--- config.mk ---
export PLATFORM = sky130hd
export DESIGN_NAME = dmi_arbiter_flat
export DESIGN_NICKNAME = d
export VERILOG_FILES = /design/src/rtl/dmi_arbiter_if.sv /design/src/rtl/dmi_arbiter.sv /design/src/flat_wrapper.sv
export SDC_FILE = /design/constraint.sdc
export NUM_CORES = 1
export LEC_CHECK = 0
export ABC_AREA = 1
export BUFFER_PORTS_ARGS = -buffer_cell sky130_fd_sc_hd__buf_2
export CAP_MARGIN = 10
export CORE_UTILIZATION = 44
export CTS_BUF_LIST = sky130_fd_sc_hd__clkbuf_8
export DETAILED_ROUTE_END_ITERATION = 7
export PLACE_DENSITY_LB_ADDON = 0.2
export SYNTH_ARGS = -nofsm -noshare
export SYNTH_HDL_FRONTEND = slang
export SYNTH_SLANG_ARGS = --single-unit
--- constraint.sdc ---
create_clock -name clk_i -period 1.7 [get_ports clk_i]
set_input_delay 0.085 -clock clk_i [delete_from_list [all_inputs] [get_ports clk_i]]
set_output_delay 0.085 -clock clk_i [all_outputs]
set_load 0.02 [all_outputs]
--- src/rtl/dmi_arbiter_if.sv ---
// Bundle of requester-side and core-side DMI handshake signals around dmi_arbiter.
// Requests pack as {addr[6:0], op[1:0], data[31:0]}; responses pack as {data[31:0], resp[1:0]}.
interface dmi_arbiter_if #(
  parameter int unsigned NumReq = 2
);
  logic [NumReq-1:0]       req_valid_i;
  logic [NumReq-1:0]       req_ready_o;
  logic [NumReq-1:0][40:0] req_i;
  logic [NumReq-1:0]       resp_valid_o;
  logic [NumReq-1:0]       resp_ready_i;
  logic [33:0]             resp_o;
  logic [40:0]             core_dmi_req_o;
  logic                    core_dmi_valid_o;
  logic                    core_dmi_ready_i;
  logic [33:0]             core_dmi_resp_i;
  logic                    core_dmi_valid_i;
  logic                    core_dmi_ready_o;
  logic                    busy_o;

  modport slave (
    input  req_valid_i, req_i, resp_ready_i,
           core_dmi_ready_i, core_dmi_resp_i, core_dmi_valid_i,
    output req_ready_o, resp_valid_o, resp_o,
           core_dmi_req_o, core_dmi_valid_o, core_dmi_ready_o, busy_o
  );

  modport master (
    output req_valid_i, req_i, resp_ready_i,
           core_dmi_ready_i, core_dmi_resp_i, core_dmi_valid_i,
    input  req_ready_o, resp_valid_o, resp_o,
           core_dmi_req_o, core_dmi_valid_o, core_dmi_ready_o, busy_o
  );
endinterface

--- src/rtl/dmi_arbiter.sv ---
// Round-robin arbiter sharing one DMI channel among NumReq requesters, one transaction at a time.
// Optional response watchdog: define DMI_ARBITER_TIMEOUT_EN.
module dmi_arbiter #(
  parameter int unsigned NumReq        = 2,
  parameter int unsigned TimeoutCycles = 1024
) (
  input  logic           clk_i,
  input  logic           rst_ni,
  dmi_arbiter_if.slave   bus
);

  localparam int unsigned PtrW    = (NumReq > 1) ? $clog2(NumReq) : 1;
  localparam logic [PtrW-1:0] LastIdx = PtrW'(NumReq - 1);

  typedef enum logic [1:0] {IDLE, ISSUE, WAIT_RESP, RETURN} state_e;

  state_e           state_q, state_d;
  logic [PtrW-1:0]  ptr_q, owner_q, win;
  logic             win_found, accept, resp_take, timeout;
  logic [40:0]      req_q;
  logic [33:0]      resp_q;

  always_comb begin
    win_found = 1'b0;
    win       = '0;
    for (int unsigned i = 0; i < NumReq; i++) begin
      int unsigned idx;
      idx = (32'(ptr_q) + i) % NumReq;
      if (!win_found && bus.req_valid_i[PtrW'(idx)]) begin
        win_found = 1'b1;
        win       = PtrW'(idx);
      end
    end
  end

  // Reset gates the grant so req_ready_o stays low while rst_ni is asserted.
  assign accept    = (state_q == IDLE) && win_found && rst_ni;
  assign resp_take = (state_q == WAIT_RESP) && bus.core_dmi_valid_i;

`ifdef DMI_ARBITER_TIMEOUT_EN
  logic [15:0] cnt_q;

  assign timeout = ((state_q == ISSUE) || (state_q == WAIT_RESP)) &&
                   (cnt_q == 16'(TimeoutCycles - 1));

  always_ff @(posedge clk_i or negedge rst_ni) begin
    if (!rst_ni) begin
      cnt_q <= '0;
    end else if (accept) begin
      cnt_q <= '0;
    end else if ((state_q == ISSUE) || (state_q == WAIT_RESP)) begin
      cnt_q <= cnt_q + 16'd1;
    end
  end
`else
  assign timeout = 1'b0;
`endif

  always_comb begin
    state_d              = state_q;
    bus.req_ready_o      = '0;
    bus.resp_valid_o     = '0;
    bus.core_dmi_valid_o = 1'b0;
    bus.core_dmi_ready_o = 1'b0;
    unique case (state_q)
      IDLE: begin
        if (accept) begin
          bus.req_ready_o[win] = 1'b1;
          state_d              = ISSUE;
        end
      end
      ISSUE: begin
        // A handshake completing on the watchdog's last cycle still wins.
        bus.core_dmi_valid_o = 1'b1;
        if (bus.core_dmi_ready_i) begin
          state_d = WAIT_RESP;
        end else if (timeout) begin
          state_d = RETURN;
        end
      end
      WAIT_RESP: begin
        bus.core_dmi_ready_o = 1'b1;
        if (bus.core_dmi_valid_i || timeout) begin
          state_d = RETURN;
        end
      end
      RETURN: begin
        bus.resp_valid_o[owner_q] = 1'b1;
        if (bus.resp_ready_i[owner_q]) begin
          state_d = IDLE;
        end
      end
      default: state_d = IDLE;
    endcase
  end

  always_ff @(posedge clk_i or negedge rst_ni) begin
    if (!rst_ni) begin
      state_q <= IDLE;
      ptr_q   <= '0;
      owner_q <= '0;
      req_q   <= '0;
      resp_q  <= '0;
    end else begin
      state_q <= state_d;
      if (accept) begin
        req_q   <= bus.req_i[win];
        owner_q <= win;
        ptr_q   <= (win == LastIdx) ? '0 : win + 1'b1;
      end
      if (resp_take) begin
        resp_q <= bus.core_dmi_resp_i;
      end else if (timeout && (state_d == RETURN)) begin
        resp_q <= {32'h0, 2'h2};
      end
    end
  end

  assign bus.core_dmi_req_o = req_q;
  assign bus.resp_o         = resp_q;
  assign bus.busy_o         = (state_q != IDLE);

endmodule

--- src/flat_wrapper.sv ---
// flat-port wrapper written by rule: the top's interface ports become plain ports
module dmi_arbiter_flat 
#(
  parameter int unsigned NumReq        = 2,
  parameter int unsigned TimeoutCycles = 1024
)
  (clk_i, rst_ni, bus_req_valid_i, bus_req_i, bus_resp_ready_i, bus_core_dmi_ready_i, bus_core_dmi_resp_i, bus_core_dmi_valid_i, bus_req_ready_o, bus_resp_valid_o, bus_resp_o, bus_core_dmi_req_o, bus_core_dmi_valid_o, bus_core_dmi_ready_o, bus_busy_o);
  dmi_arbiter_if #(.NumReq(NumReq)) bus_i ();
  input  logic clk_i;
  input  logic rst_ni;
  input wire logic [$bits(bus_i.req_valid_i)-1:0] bus_req_valid_i;
  input wire logic [$bits(bus_i.req_i)-1:0] bus_req_i;
  input wire logic [$bits(bus_i.resp_ready_i)-1:0] bus_resp_ready_i;
  input wire logic [$bits(bus_i.core_dmi_ready_i)-1:0] bus_core_dmi_ready_i;
  input wire logic [$bits(bus_i.core_dmi_resp_i)-1:0] bus_core_dmi_resp_i;
  input wire logic [$bits(bus_i.core_dmi_valid_i)-1:0] bus_core_dmi_valid_i;
  output wire logic [$bits(bus_i.req_ready_o)-1:0] bus_req_ready_o;
  output wire logic [$bits(bus_i.resp_valid_o)-1:0] bus_resp_valid_o;
  output wire logic [$bits(bus_i.resp_o)-1:0] bus_resp_o;
  output wire logic [$bits(bus_i.core_dmi_req_o)-1:0] bus_core_dmi_req_o;
  output wire logic [$bits(bus_i.core_dmi_valid_o)-1:0] bus_core_dmi_valid_o;
  output wire logic [$bits(bus_i.core_dmi_ready_o)-1:0] bus_core_dmi_ready_o;
  output wire logic [$bits(bus_i.busy_o)-1:0] bus_busy_o;
  assign bus_i.req_valid_i = bus_req_valid_i;
  assign bus_i.req_i = bus_req_i;
  assign bus_i.resp_ready_i = bus_resp_ready_i;
  assign bus_i.core_dmi_ready_i = bus_core_dmi_ready_i;
  assign bus_i.core_dmi_resp_i = bus_core_dmi_resp_i;
  assign bus_i.core_dmi_valid_i = bus_core_dmi_valid_i;
  assign bus_req_ready_o = bus_i.req_ready_o;
  assign bus_resp_valid_o = bus_i.resp_valid_o;
  assign bus_resp_o = bus_i.resp_o;
  assign bus_core_dmi_req_o = bus_i.core_dmi_req_o;
  assign bus_core_dmi_valid_o = bus_i.core_dmi_valid_o;
  assign bus_core_dmi_ready_o = bus_i.core_dmi_ready_o;
  assign bus_busy_o = bus_i.busy_o;
  dmi_arbiter #(.NumReq(NumReq), .TimeoutCycles(TimeoutCycles)) u_core (.clk_i(clk_i), .rst_ni(rst_ni), .bus(bus_i));
endmodule
[Word level (Yosys, flattened, before mapping)]
Cells that the tools add are included.
Storage, ports and cells
  register bits after elaboration: 79
  input bits: 124
  output and inout bits: 82
Operators by class
  $add $sub $neg: 2
  $lt $le $gt $ge: 6
  equality and inequality tests: 7
  multiplexer cells: 27
  reductions and logical operators: 10
Operators by type and width (count)
  two-way mux 41 bit: 2
  two-way mux 1 bit: 15
  two-way mux 2 bit: 7
  less-than comparator 1 x 2 -> 1 bit, second input constant: 4
  one-hot mux 2 bit (4 select lines): 1
  logical AND 1 bit: 6
  == test 2 bit, second input constant: 2
  inequality test 2 x 1 -> 1 bit, second input constant: 2
  inequality test 2 bit, second input constant: 2
  AND reduction 4 bit: 1
  adder 1 bit, second input constant: 2
  demux 1 bit (select 1 bit): 2
  == test 2 x 1 -> 1 bit, second input constant: 1
  greater-or-equal comparator 1 bit, second input constant: 2
  logical NOT 2 bit: 1
  nonzero test 2 bit: 1
  logical NOT 1 bit: 1

[Longest topological paths before layout]
Gate-level depths: netlist (run 1).
  depth after elaboration: 12
  mapped depth: 9

[Worst setup path before layout (run 1)]
Ideal clock, no wire load.
  path kind: register to register
  from: register u_core.state_q[0]
  to: register u_core.resp_q[10], in the netlist u_core.bus.resp_o[10]
  arrival: 1.496 ns
  path slack: 0.079 ns
  stages on the path, launching flop included: 6
  path buffers: 1
  clock period less this slack: 1.621 ns
  cell sequence: dfrtp_1 > inv_1 > ha_1 > nand2_1 > buf_2 > mux2_2
On the way
  longest elaborated chain between the ends: 2
Ends and longest elaborated chain
  from (decl): line dmi_arbiter.sv:17  | state_e state_q, state_d;
  from (signal assigned): line dmi_arbiter.sv:105  | state_q <= state_d;
  == test 2 bit: line dmi_arbiter.sv:38  | assign resp_take = (state_q == WAIT_RESP) && bus.core_dmi_valid_i;
  logical AND 1 bit: line dmi_arbiter.sv:38
  to (signal assigned): line dmi_arbiter.sv:112  | resp_q <= bus.core_dmi_resp_i;
  to (signal assigned): line dmi_arbiter.sv:114  | resp_q <= {32'h0, 2'h2};
  to (decl): line dmi_arbiter.sv:21  | logic [33:0] resp_q;
No other way between the ends.
A chain may end at the register's enable or synchronous reset.

[Worst setup path in the final report (run 1)]
  from: register u_core.state_q[0]
  to: output port bus_req_ready_o[0]
On the way
  longest elaborated chain between the ends: 5
Ends and longest elaborated chain
  logical NOT 2 bit (*): line dmi_arbiter.sv:37, dmi_arbiter.sv:65
  logical AND 1 bit (2 in a row): line dmi_arbiter.sv:37  | assign accept = (state_q == IDLE) && win_found && rst_ni;
  two-way mux 2 bit: line dmi_arbiter.sv:67  | if (accept) begin
  two-way mux 2 bit (*): line dmi_arbiter.sv:65  | unique case (state_q)
  to (decl): line flat_wrapper.sv:17  | output wire logic [$bits(bus_i.req_ready_o)-1:0] bus_req_ready_o;
Every way passes the cells marked *; elsewhere a longest branch is shown, timed or not.

==> flow_summary.ini, run 1 <==
[sta]
max_slew.worst_pin.slew_ns = 0.985
finalHoldViolCount = 0
whs_ns = 0.00656
min_period_ns = 1.61
fin_skew_ns = 0.0192
drv_slew = 0
grt_setup_unrepaired = no
tns_ns = 0
max_slew_margin_pct = 34.3
setup_viol = 0
max_freq_ghz = 0.620
min_period_over_period_pct = 94.9

[critical_path]
crit_type = register to output pin
worst_setup_path_end_kind = output pin
required_ns = 1.62
worstPathArrival_ns = 1.53
reg2reg_depth = 5
r2r_slack_ns = 0.09
critPathMaxFanout = 4
cp-start-kind = register

[synthesis]
ys_types = 20
synth_edf_count = 0
synth.mux.area_fraction_pct = 11.4
ys_ff_latch = 79
synth_flop_cell = dfrtp_1
syn_area_mm2 = 0.00337
synthXorXnorAreaFrac_pct = 0
syn-num-nets = 465
yosysWarnings = 0
syn_area_per_cell_um2 = 9.99
synth-compound-area-share_pct = 0.743
yosys.area.top_type = dfrtp_1
yosysTopAreaCellShare_pct = 58.7
synthAdderAreaFrac_pct = 1.49
yosysMostFrequentCell = nand2_1
async_flop_share_pct = 100
synthesis.instances = 337
synth-simple-area-share_pct = 23.3
synth_area_leaders = dfrtp_1, nand2_1, mux2_2, nand3_1, ha_1
yosysSeqAreaShare_pct = 58.7
synth_top_family_by_area = simple AND/OR/NAND/NOR gates
synthTopCellsByCount = nand2_1, dfrtp_1, nand3_1

[run_status]
outcome = complete, no violations

[cts]
cts_buffer_depth = 2
clkSinkCount = 79
clk_latency_ns = 0.34
cts-root-buf = clkbuf_8
numCtsBuffers = 9
path_clk_slew_ns = 0.08
cts_tree = done
htreeDepth = 3

[die]
die_width_um = 89.5
design.core.area_mm2 = 0.00733
floorplan.initialDensity_pct = 45.9
dieArea_mm2 = 0.00801
die_height_um = 89.5
num_rows = 31
pin_count = 206

[global_routing]
grt_usage_pct = 29.8
grt_overflow = 0
grt_pass1_wl_mm = 17.8
grt_pass1_vias = 3866
grt_max_degree = 80
use_met2_pct = 55.8
busiest_layer = met2
grt_use_met1_pct = 32.1
antenna_found_initial = 0
grt_use_met3_pct = 5.63

[pwr]
power.density_mw_per_mm2 = 1550
power.leakage_uw = 0.00312
ir_drop_uv = 729

[route]
drcViolationCount = 0
ant_nets = 0
finalWirelength_mm = 11.9
vias = 3679
post_drt_wl_per_cell_um = 15.4
routed_via_density = 4.77
firstDrtPassIters = 4
drt_iter0_drc = 132

[hold_path]
worst_hold_path_type = input port to register
whs_path_depth = 3

[cells_and_area]
drive_gt1_share_pct = 41.2
area_delta_synth_final_pct = 75.7
antennaDiodeCount = 0
finalNetCount = 796

[place]
gp_congestion = 0.775
hpwl_mm = 6.57
io_buffers = 205

[run]
maxCapViolCount = 0
## through the flow
stage | total power [uW] | utilization (%) | instances | setup WS [ns] | cell area (um^2)
2_1_floorplan | 5960 | - | 337 | 0.0794 | 3370
3_3_place_gp | 7380 | 61.8 | 635 | 0.122 | 4530
3_5_place_dp | 7500 | 61.8 | 635 | 0.0458 | 4530
4_1_cts | 8990 | 80.2 | 769 | 0.00358 | 5880
5_1_grt | 9750 | 80.7 | 772 | 0.0131 | 5920
6_report | 9150 | 80.7 | 772 | 0.0863 | 5920
## worst paths after layout
check | to | from
setup / recovery | bus_req_ready_o[0] | u_core.state_q[0]$_DFFE_PN0P_
hold / removal | u_core.bus.core_dmi_req_o[31]$_DFFE_PN0P_ | bus_req_i[72]
setup reg to reg | u_core.bus.resp_o[25]$_DFFE_PN0P_ | u_core.state_q[1]$_DFFE_PN0P_
hold reg to reg | u_core.bus.core_dmi_req_o[14]$_DFFE_PN0P_ | u_core.bus.core_dmi_req_o[14]$_DFFE_PN0P_
max in group asynchronous | u_core.ptr_q$_DFFE_PN0P_ | rst_ni
min in group asynchronous | u_core.state_q[1]$_DFFE_PN0P_ | rst_ni
## worst max-delay path, stage by stage (launching register included)
cell	delay (ns)
dfrtp_1	0.39
inv_1	0.12
ha_4	0.16
nand2_2	0.08
inv_2	0.07
nand2_4	0.07
nor2_4	0.11
buf_2	0.18
## registers in the layout, summed over array words and instances, names as in the netlist
name / flops
u_core.bus.core_dmi_req_o: 41
u_core.bus.resp_o: 34
u_core.state_q: 2
u_core.owner_q: 1
u_core.ptr_q: 1
## cell families after synthesis
| group | after synthesis |
|---|---|
| buffers and inverters | 29 |
| multiplexers | 34 |
| flip-flops | 79 |
| AND/OR/NAND/NOR | 187 |
| AO/OA/AOI/OAI | 4 |
| adder cells (fa/ha/maj) | 4 |
## per-layer routing
metal,wire (um),share of wire (%)
met1,4480,38
met2,6180,52
met3,798,6.7
met4,403,3.4
met5,0,0
## cell usage in the layout (no fill, tap or decap), drive strengths merged
master       netlist  final
mux2              34     34
o21ai              1      1
or2                1      1
nor2               3      3
ha                 4      4
inv               14     16
nand2            138    138
clkinvlp           0      1
clkbuf             3     10
nand3             43     43
buf               12    220
nand4              2      2
dfrtp             79     79
dlygate4sd3        0    115
clkinv             0      3
o21bai             2      2
a21oi              1      1
## report_power, final
part | switching, uW | leakage, uW | internal, uW | total [uW]
Sequential | 517 | 0.000961 | 2810 | 3330
Clock | 672 | 0.0000936 | 563 | 1240
Combinational | 2700 | 0.00207 | 1890 | 4590
Total | 3890 | 0.00312 | 5270 | 9150
## final cells by class
cell class	count	area (um^2)
inverters	14	52.6
clock inverters	6	35.0
flip-flops and latches	79	1980
clock buffers	10	138
fillers	432	1410
multi-input cells	229	1260
repair buffers	335	2330
well taps	99	124
## what timing repair did
item / in CTS / in global routing
pin swaps: 2 / 0
resized for setup: 1 / 3
endpoints found under the setup margin: 2 / 35
hold buffers: 114 / 1
gates cloned: 0 / 0
setup buffers: 4 / 2
hold endpoints to repair: 74 / 1
Note: power is estimated with default switching activity, not from simulation.
==> run 2, diff against run 1 <==
Settings changed: ABC_CLOCK_PERIOD_IN_PS from default to 1700, GPL_TIMING_DRIVEN from default to 0, RECOVER_POWER from default to 100.
==> flow_summary.ini, run 2 (synthesis results as in run 1) <==
[run_status]
outcome = complete, but fails checks
violations = negative hold slack, negative setup slack

[critical_path]
rr_startpoint = u_core.state_q[1]$_DFFE_PN0P_
crit_end = u_core.bus.core_dmi_req_o[29]$_DFFE_PN0P_
cpMostUsedCell = inv_2
critPathMaxFanout = 10
cp_top_family = buffers and inverters
crit_slowest_cell = buf_1
required_ns = 1.97
r2r_end = u_core.bus.core_dmi_req_o[29]$_DFFE_PN0P_
crit_type = register to register
cp.depth = 8
worst_setup_path_end_kind = register
worstPathArrival_ns = 1.99
crit_chain = inv_2 -> ha_4 -> nand2_2 -> inv_2 -> nand2_4 -> buf_1 -> nand2_1 -> nand3_1
r2r_slack_ns = -0.01
cp_num_buf_inv = 3
startpoint = u_core.state_q[1]$_DFFE_PN0P_
reg2reg_depth = 8
critPathMaxStageDelay_ns = 0.45
cp-start-kind = register

[cts]
cts_tree = done
numCtsBuffers = 9
path_clk_slew_ns = 0.10
cts-root-buf = clkbuf_8
postCtsHoldBufs = 119
cts_buffer_depth = 2
clkSinkCount = 79
clk_latency_ns = 0.35
htreeDepth = 3

[sta]
setup_ws_ns = -0.0130
drv_slew = 0
grt_setup_unrepaired = yes
fin_skew_ns = 0.0120
min_period_over_period_pct = 101
setup_viol = 2
whs_ns = -0.268
finalHoldViolCount = 52
max_slew_margin_pct = 63.3
max_slew.worst_pin.slew_ns = 0.551
min_period_ns = 1.71
max_freq_ghz = 0.584

[pwr]
power.leakage_uw = 0.00318
intPower_uw = 5290
p_seq_share_pct = 35.7
power_frac_clock_pct = 13.7
p_sw_uw = 4060
p_comb_share_pct = 50.6
swShare_pct = 43.4
ir_drop_uv = 859
power.density_mw_per_mm2 = 1550

[global_routing]
grt_pass1_vias = 4061
grt_overflow = 0
antenna_found_initial = 1
grt_pass1_wl_mm = 19.0
grt_max_degree = 54
grt_usage_pct = 32.4

[route]
vias = 3912
drcViolationCount = 0
ant_nets = 0
finalWirelength_mm = 12.9
routed_via_density = 4.98
drt_iter0_drc = 186
firstDrtPassIters = 5
post_drt_wl_per_cell_um = 16.4

[die]
die_width_um = 89.5
floorplan.initialDensity_pct = 45.9
dieArea_mm2 = 0.00801
pin_count = 206
die_height_um = 89.5
design.core.area_mm2 = 0.00733
num_rows = 31

[cells_and_area]
multi_input_area_mm2 = 0.00127
fillers = 421
final_cell_mix = buf_2, nand2_1, dlygate4sd3_1, dfrtp_1, nand3_1
final_cell_area_mm2 = 0.00605
largest_reg_flops = 41
drive_gt1_share_pct = 42.3
fin_util_pct = 82.5
final_common_cell = buf_2
area_delta_synth_final_pct = 79.6
finalNetCount = 809
regArea_mm2 = 0.00198

[hold_path]
worst_hold_path_type = input port to asynchronous set/reset pin

[place]
place_area_mm2 = 0.00455
io_buffers = 205
hpwl_mm = 6.82
gp_congestion = 0.751

[run]
maxCapViolCount = 0
run 2: cell count changes in the layout (fill, tap and decap cells not counted), moves of 2 or more:
cell	delta
dlygate4sd3_1	+2
buf_6	+5
clkinv_2	-2
buf_2	+3
clkinv_4	+3
inv_1	-2
clkbuf_2	+2
run 2: worst min path at each step:
stage	slack [ns]	start	to	depth (start not counted)
5_1_grt	-0.26	rst_ni	u_core.bus.resp_o[13]$_DFFE_PN0P_	2
3_3_place_gp	0.29	bus_req_i[5]	u_core.bus.core_dmi_req_o[5]$_DFFE_PN0P_	3
2_1_floorplan	-0.21	rst_ni	u_core.bus.core_dmi_req_o[0]$_DFFE_PN0P_	0
3_5_place_dp	0.03	rst_ni	u_core.bus.resp_o[27]$_DFFE_PN0P_	1
6_report	-0.27	rst_ni	u_core.bus.resp_o[17]$_DFFE_PN0P_	2
4_1_cts	-0.27	rst_ni	u_core.bus.resp_o[17]$_DFFE_PN0P_	2
run 2: power by group through the flow:
stage                     Clock (uW)  Sequential [uW]  Combinational (uW)
after detailed placement           0             3290                4200
final                           1280             3340                4730
after CTS                       1290             3260                4520
after floorplan                    0             4380                1580
after global routing            1360             3430                5090
after global placement             0             3250                4100
run 2: through the flow:
stage	cells	setup TNS (ns)	setup slack, ns	power (uW)
after detailed placement	642	-4.31	-0.125	7480
after global placement	641	-41.95	-0.846	7340
after global routing	786	-0.920	-0.103	9880
after CTS	781	-0.0396	-0.0396	9080
after floorplan	337	0	0.0794	5960
final	786	-0.0194	-0.0130	9350
run 2: final cells by class:
class                      instances  area share, %
timing repair buffer             333           38.6
sequential                        79           32.7
multi-input combinational        229           20.9
clock buffer                       9           2.05
tap                               99           2.05
buffer                            15           1.80
clock inverter                     7          0.931
inverter                          14          0.869
antenna                            1         0.0414
run 2: repair_timing:
item	in CTS	in global routing
setup buffers	4	4
endpoints found under the setup margin	46	61
pin swaps	2	0
endpoints found under the hold margin	102	52
gates resized for setup	9	13
run 2: per-layer routing:
| layer | share of wire [%] | vias up | routed length (um) | GRT usage (%) |
|---|---|---|---|---|
| met4 | 4.2 | 0 | 538 | 21.1 |
| met1 | 36 | 1870 | 4580 | 32.6 |
| met5 | 0 | - | 0 | 0 |
| li1 | - | 1774 | - | - |
| met3 | 7.3 | 49 | 941 | 7.94 |
| met2 | 53 | 219 | 6820 | 59.5 |
